$ cat src/rtl/pipe_skid_reg_if.sv
// Valid/ready handshake bundle for pipe_skid_reg: an upstream (in_*) channel
// and a downstream (out_*) channel. The slave modport is the buffer itself;
// the master modport is whatever drives and consumes it.
interface pipe_skid_if #(
  parameter int DATA_WIDTH = 64
);
  logic                  in_valid;
  logic                  in_ready;
  logic [DATA_WIDTH-1:0] in_data;
  logic                  out_valid;
  logic                  out_ready;
  logic [DATA_WIDTH-1:0] out_data;

  modport master (
    output in_valid, in_data, out_ready,
    input  in_ready, out_valid, out_data
  );

  modport slave (
    input  in_valid, in_data, out_ready,
    output in_ready, out_valid, out_data
  );
endinterface

$ cat src/rtl/pipe_skid_reg.sv
// Two-entry skid buffer (pipeline register with overflow slot).
// The main entry drives out_data; the skid entry catches a word accepted while
// downstream stalls, so in_ready is a pure function of registered state and
// flush and never depends on out_ready. out_valid, out_data and occupancy come
// straight from flops. A saturating counter tracks completed output transfers.
module pipe_skid_reg #(
  parameter int                    DATA_WIDTH  = 64,
  parameter logic [DATA_WIDTH-1:0] RESET_VALUE = '0,
  parameter int                    COUNT_WIDTH = 16
) (
  input  logic                   clk,
  input  logic                   reset,
  pipe_skid_if.slave             bus,
  input  logic                   flush,
  output logic [1:0]             occupancy,
  output logic [COUNT_WIDTH-1:0] xfer_count
);

  // Reject meaningless widths at elaboration time.
  if (DATA_WIDTH < 1) begin : g_bad_data_width
    $error("pipe_skid_reg: DATA_WIDTH must be >= 1");
  end
  if (COUNT_WIDTH < 1) begin : g_bad_count_width
    $error("pipe_skid_reg: COUNT_WIDTH must be >= 1");
  end

  typedef enum logic [1:0] {
    EMPTY = 2'd0,
    ONE   = 2'd1,
    FULL  = 2'd2
  } state_t;

  state_t                  state;
  logic [DATA_WIDTH-1:0]   main_data;
  logic [DATA_WIDTH-1:0]   skid_data;
  logic                    out_valid_q;
  logic [1:0]              occupancy_q;
  logic                    accept;
  logic                    transfer;

  // Only in_ready may see a combinational path, and only from flush.
  assign bus.in_ready  = (state != FULL) && !flush;
  assign accept        = bus.in_valid && bus.in_ready;
  assign transfer      = out_valid_q && bus.out_ready;

  assign bus.out_valid = out_valid_q;
  assign bus.out_data  = main_data;
  assign occupancy     = occupancy_q;

  // Occupancy FSM with registered out_valid/occupancy; flush squashes to EMPTY
  // but leaves the data registers alone since they are invisible when empty.
  always_ff @(posedge clk or negedge reset) begin
    if (!reset) begin
      state       <= EMPTY;
      main_data   <= RESET_VALUE;
      skid_data   <= RESET_VALUE;
      out_valid_q <= 1'b0;
      occupancy_q <= 2'd0;
    end else if (flush) begin
      state       <= EMPTY;
      out_valid_q <= 1'b0;
      occupancy_q <= 2'd0;
    end else begin
      case (state)
        EMPTY: begin
          if (accept) begin
            main_data   <= bus.in_data;
            state       <= ONE;
            out_valid_q <= 1'b1;
            occupancy_q <= 2'd1;
          end
        end
        ONE: begin
          if (accept && transfer) begin
            // Full-rate streaming: the new word replaces the departing one.
            main_data <= bus.in_data;
          end else if (accept) begin
            skid_data   <= bus.in_data;
            state       <= FULL;
            occupancy_q <= 2'd2;
          end else if (transfer) begin
            state       <= EMPTY;
            out_valid_q <= 1'b0;
            occupancy_q <= 2'd0;
          end
        end
        FULL: begin
          // in_ready is low here, so only the drain side can move.
          if (transfer) begin
            main_data   <= skid_data;
            state       <= ONE;
            occupancy_q <= 2'd1;
          end
        end
        default: begin
          state       <= EMPTY;
          out_valid_q <= 1'b0;
          occupancy_q <= 2'd0;
        end
      endcase
    end
  end

  // Saturating transfer counter; a transfer in a flush cycle still counts
  // because downstream has already taken the word.
  always_ff @(posedge clk or negedge reset) begin
    if (!reset) begin
      xfer_count <= '0;
    end else if (transfer && (xfer_count != {COUNT_WIDTH{1'b1}})) begin
      xfer_count <= xfer_count + 1'b1;
    end
  end

endmodule

$ cat src/flat_wrapper.sv
// flat-port wrapper written by rule: the top's interface ports become plain ports
module pipe_skid_reg_flat 
#(
  parameter int                    DATA_WIDTH  = 64,
  parameter logic [DATA_WIDTH-1:0] RESET_VALUE = '0,
  parameter int                    COUNT_WIDTH = 16
)
  (clk, reset, flush, occupancy, xfer_count, bus_in_valid, bus_in_data, bus_out_ready, bus_in_ready, bus_out_valid, bus_out_data);
  pipe_skid_if #(.DATA_WIDTH(DATA_WIDTH)) bus_i ();
  input  logic clk;
  input  logic reset;
  input  logic flush;
  output logic [1:0] occupancy;
  output logic [COUNT_WIDTH-1:0] xfer_count;
  input wire logic [$bits(bus_i.in_valid)-1:0] bus_in_valid;
  input wire logic [$bits(bus_i.in_data)-1:0] bus_in_data;
  input wire logic [$bits(bus_i.out_ready)-1:0] bus_out_ready;
  output wire logic [$bits(bus_i.in_ready)-1:0] bus_in_ready;
  output wire logic [$bits(bus_i.out_valid)-1:0] bus_out_valid;
  output wire logic [$bits(bus_i.out_data)-1:0] bus_out_data;
  assign bus_i.in_valid = bus_in_valid;
  assign bus_i.in_data = bus_in_data;
  assign bus_i.out_ready = bus_out_ready;
  assign bus_in_ready = bus_i.in_ready;
  assign bus_out_valid = bus_i.out_valid;
  assign bus_out_data = bus_i.out_data;
  pipe_skid_reg #(.DATA_WIDTH(DATA_WIDTH), .RESET_VALUE(RESET_VALUE), .COUNT_WIDTH(COUNT_WIDTH)) u_core (.clk(clk), .reset(reset), .bus(bus_i), .flush(flush), .occupancy(occupancy), .xfer_count(xfer_count));
endmodule
$ cat config.mk
export PLATFORM = sky130hd
export DESIGN_NAME = pipe_skid_reg_flat
export DESIGN_NICKNAME = d
export VERILOG_FILES = /design/src/rtl/pipe_skid_reg_if.sv /design/src/rtl/pipe_skid_reg.sv /design/src/flat_wrapper.sv
export SDC_FILE = /design/constraint.sdc
export NUM_CORES = 1
export LEC_CHECK = 0
export CAP_MARGIN = 20
export CORE_AREA = 2 2 109 111
export CTS_CLUSTER_SIZE = 28
export DETAILED_ROUTE_END_ITERATION = 10
export DIE_AREA = 0 0 111 113
export DONT_BUFFER_PORTS = 1
export GPL_ROUTABILITY_DRIVEN = 0
export PLACE_DENSITY = 0.76
export SKIP_LAST_GASP = 1
export SLEW_MARGIN = 20
export SYNTH_ARGS = -nofsm -noshare
export SYNTH_HDL_FRONTEND = slang
export SYNTH_SLANG_ARGS = --single-unit
$ cat constraint.sdc
create_clock -name clk -period 2.3 [get_ports clk]
set_input_delay 0.115 -clock clk [delete_from_list [all_inputs] [get_ports clk]]
set_output_delay 0.115 -clock clk [all_outputs]
set_load 0.02 [all_outputs]
==> key figures <==
Status
  – Run status: complete, but fails checks
  – Failing checks: negative hold slack

GRT
  – Largest net degree at the start of global routing: between 100 and 150
  – Met1 usage: roughly 30%
  – Gr busiest metal: met2
  – Vias in the first global route: approximately 4600
  – GR Overflow Total: 0
  – First-pass GRT wire length: 24200 um
  – Routing usage on met3: under 10%
  – All-layer global routing usage: 24.3%
  – Met2 Use GR: approximately two fifths
  – Initial antenna violation count: 0

Clocking
  – Longest Clk Path Bufs: 2
  – CTS buffer count: 17
  – Clk Tree Root Cell: clkbuf_16
  – CTS hold repair buffers: 66
  – Clk_lat worst skew: around 0.42 ns
  – Worst-path clk slew: roughly 0.06 ns
  – H-tree levels: 4
  – CTS tree: built
  – CTS sink cnt: around 150

Power and ir drop
  – Power per Cell Area: 1060 nW/um2
  – Leak: 0.00358 uW
  – Max VDD drop: approximately 1.0 mV
  – Total power: a little under 9000 uW

Placed design
  – Placement Setup Slack: 0.255 ns
  – Placed cell areas: 7080 um2
  – Post-DP HPWL: approximately 8500 um
  – IO buf count: 0

Floorplan
  – Starting Density: 62.7%
  – Core area: roughly 11000 um2
  – Die height: approximately 110 um
  – Full die area: between 10000 and 15000 um2
  – Die width: between 100 and 150 um
  – Row cnt: 39
  – Top-level I/O count: around 150

Route
  – WL final: approximately 14000 um
  – Vias per std cell: 5.76
  – Drt wl/cell: 19.5 um
  – DR pass1 iterations: 4
  – Final ANT Viol Nets: 0
  – Via count: ~4200
  – Drc violations: 0
  – Iter 0 DRT Violations: about 320

STA
  – Post-layout min period: slightly below 2 ns
  – Slew @ Worst Pin: 0.622 ns
  – Clock Skew: slightly above 0.005 ns
  – Worst slew margin: 58.5%
  – Setup_tns: 0 ns
  – Final setup vio count: 0
  – Slew Limit Fails: 0
  – Worst setup margin: around 0.32 ns
  – Endpoints failing hold: around 150
  – Max Clk Rate: about 500 MHz
  – Part of the cycle the worst path needs: between 80% and 90%
  – Hold slack final: -0.604 ns
  – Unrepaired setup endpoints after global routing: false

Critical path
  – Critical path depth in cells: 5
  – Critical path type: register to register
  – Worst R2R End: u_core.xfer_count[1]
  – Worst r2r src: u_core.xfer_count[1]
  – Worst Setup SP: u_core.xfer_count[1]
  – Crit. End Element: register
  – Worst Reg-to-Reg Cells: 5
  – Crit path to: u_core.xfer_count[1]
  – R2R setup slack: between 0.3 and 0.4 ns
  – CP Buf/Inv Count: 0
  – Critical Path RT: approximately 2.6 ns
  – Crit-path slowest cell: dfrtp_1
  – CP max stage delay: between 0.5 and 0.6 ns
  – Crit-path cells: ha_1 -> nand4_1 -> nor4_4 -> nor2_2 -> mux2_4
  – CP top delay family: simple AND/OR/NAND/NOR gates
  – Crit start category: register
  – Worst-path fanout max: 6
  – Critical Path AT: between 2 and 2.5 ns

Logic synthesis
  – Post-Syn Area per Cell: about 14 um2
  – Synth warn: 0
  – #FFs+latches synth: ~150
  – Synth top area cells: dfrtp_1 (52%), mux2_4 (13%), mux2i_1 (9.2%)
  – Syn_nets: 580
  – Synth Instances: 510
  – Register area share after synthesis: between 50% and 60%
  – Leading area contributor after synthesis: dfrtp_1
  – Post-synth top area share: 52.1%
  – Post-Syn Area: 7070 um2
  – Yosys cell types: 39

Layout
  – Nets: about 650
  – Fin util: approximately three quarters
  – Final instance area: roughly 8400 um2
  – Area Overhead vs Synth: 18.6%
  – # diodes: 0
  – Fillers: 696
  – Share of layout cells above drive strength 1: about two fifths

Job
  – MaxCap Viol Count: 0

Hold path
  – Worst min-delay path class: input port to asynchronous set/reset pin
[how the worst min path moves through the flow]
| stage | from | end | depth (start not counted) |
|---|---|---|---|
| final | reset | u_core.skid_data[1] | 0 |
| after global routing | reset | u_core.bus.out_data[59] | 0 |
| after CTS | reset | u_core.bus.out_data[48] | 0 |
| after detailed placement | reset | u_core.bus.out_data[59] | 0 |
| after global placement | reset | u_core.skid_data[59] | 0 |
| after floorplan | reset | u_core.bus.out_data[0] | 0 |
[registers in the layout, indices dropped and copies added, names as in the netlist]
signal and flops:
u_core.xfer_count 16, u_core.occupancy 2, u_core.bus.out_data 64, u_core.skid_data 64
u_core.bus.out_valid 1
[synthesized netlist by cell type]
master / count
buf_12: 6
a31oi_4: 1
nor4_1: 3
xor2_1: 8
nand2b_1: 1
nand4b_1: 2
mux2_4: 61
nor3_1: 6
or3b_4: 1
buf_4: 1
o2111ai_1: 1
buf_6: 13
o22a_1: 1
nand3_1: 7
or2_2: 1
nor4_2: 1
nand3b_1: 1
mux2i_1: 65
mux2_2: 4
nor2_2: 58
o21bai_1: 1
nor2b_1: 3
buf_2: 7
and2_1: 2
nor2_1: 14
ha_1: 1
nand4_1: 4
nand3_4: 1
clkbuf_1: 1
nand4_2: 2
and3_1: 3
and4_1: 1
or4_4: 1
dfrtp_1: 147
xnor2_1: 6
a21oi_1: 11
nand2_1: 6
buf_8: 1
a21oi_2: 56
[report_power, final]
part	total [uW]	internal (uW)	switching, uW
logic	1630	1010	621
clock network	2960	1920	1040
registers	4300	3320	979
[per-stage QoR]
stage                     hold slack [ns]  instances
after global placement             -0.178        636
after floorplan                    -0.181        510
after global routing               -0.630        734
after detailed placement           -0.176        636
after CTS                          -0.620        734
final                              -0.604        734
[cell usage in the layout, fill, tap and decap left out, drive strengths merged]
master,netlist,routed
o22a,1,1
dlygate4sd3,0,66
mux2i,65,65
nand3b,1,1
o2111ai,1,1
and4,1,1
nand2b,1,1
xor2,8,8
nand3,8,8
ha,1,1
o21bai,1,1
nand2,6,6
buf,28,12
xnor2,6,6
nor2b,3,3
clkinvlp,0,1
nand4,6,6
clkbuf,1,22
dfrtp,147,147
or2,1,1
nor4,4,4
a31oi,1,1
bufinv,0,4
or3b,1,1
mux2,65,65
and2,2,2
nand4b,2,2
or4,1,1
a21oi,67,67
nor2,72,72
nor3,6,6
clkinv,0,5
and3,3,3
[cell type report]
cell class                 count  area [um2]  area share (%)
sequential                   147        3680            43.9
multi-input combinational    334        3080            36.7
timing repair buffer          78         813            9.70
clock buffer                  22         484            5.78
tap                          143         179            2.13
clock inverter                10         153            1.82
[what timing repair did]
item,CTS,global route
resized for setup,0,1
setup buffers,0,0
endpoints found under the setup margin,0,1
endpoints found under the hold margin,278,147
[cell families (layout without fill, tap and decap cells)]
kind of cell	Yosys count	after routing	synth area share, %
flip-flops	147	147	52.1
multiplexers	130	130	22.8
adder cells (fa/ha/maj)	1	1	0.177
AND/OR/NAND/NOR	118	118	10.2
AO/OA/AOI/OAI	71	71	8.38
XOR/XNOR	14	14	1.74
buffers and inverters	29	110	4.64
[per-layer routing]
| metal | vias to the layer above | wire (um) |
|---|---|---|
| met5 | - | 0 |
| met4 | 0 | 271 |
| met1 | 2143 | 5840 |
| met3 | 23 | 906 |
| met2 | 135 | 7310 |
| li1 | 1929 | - |
(Power assumes the default switching activity.)
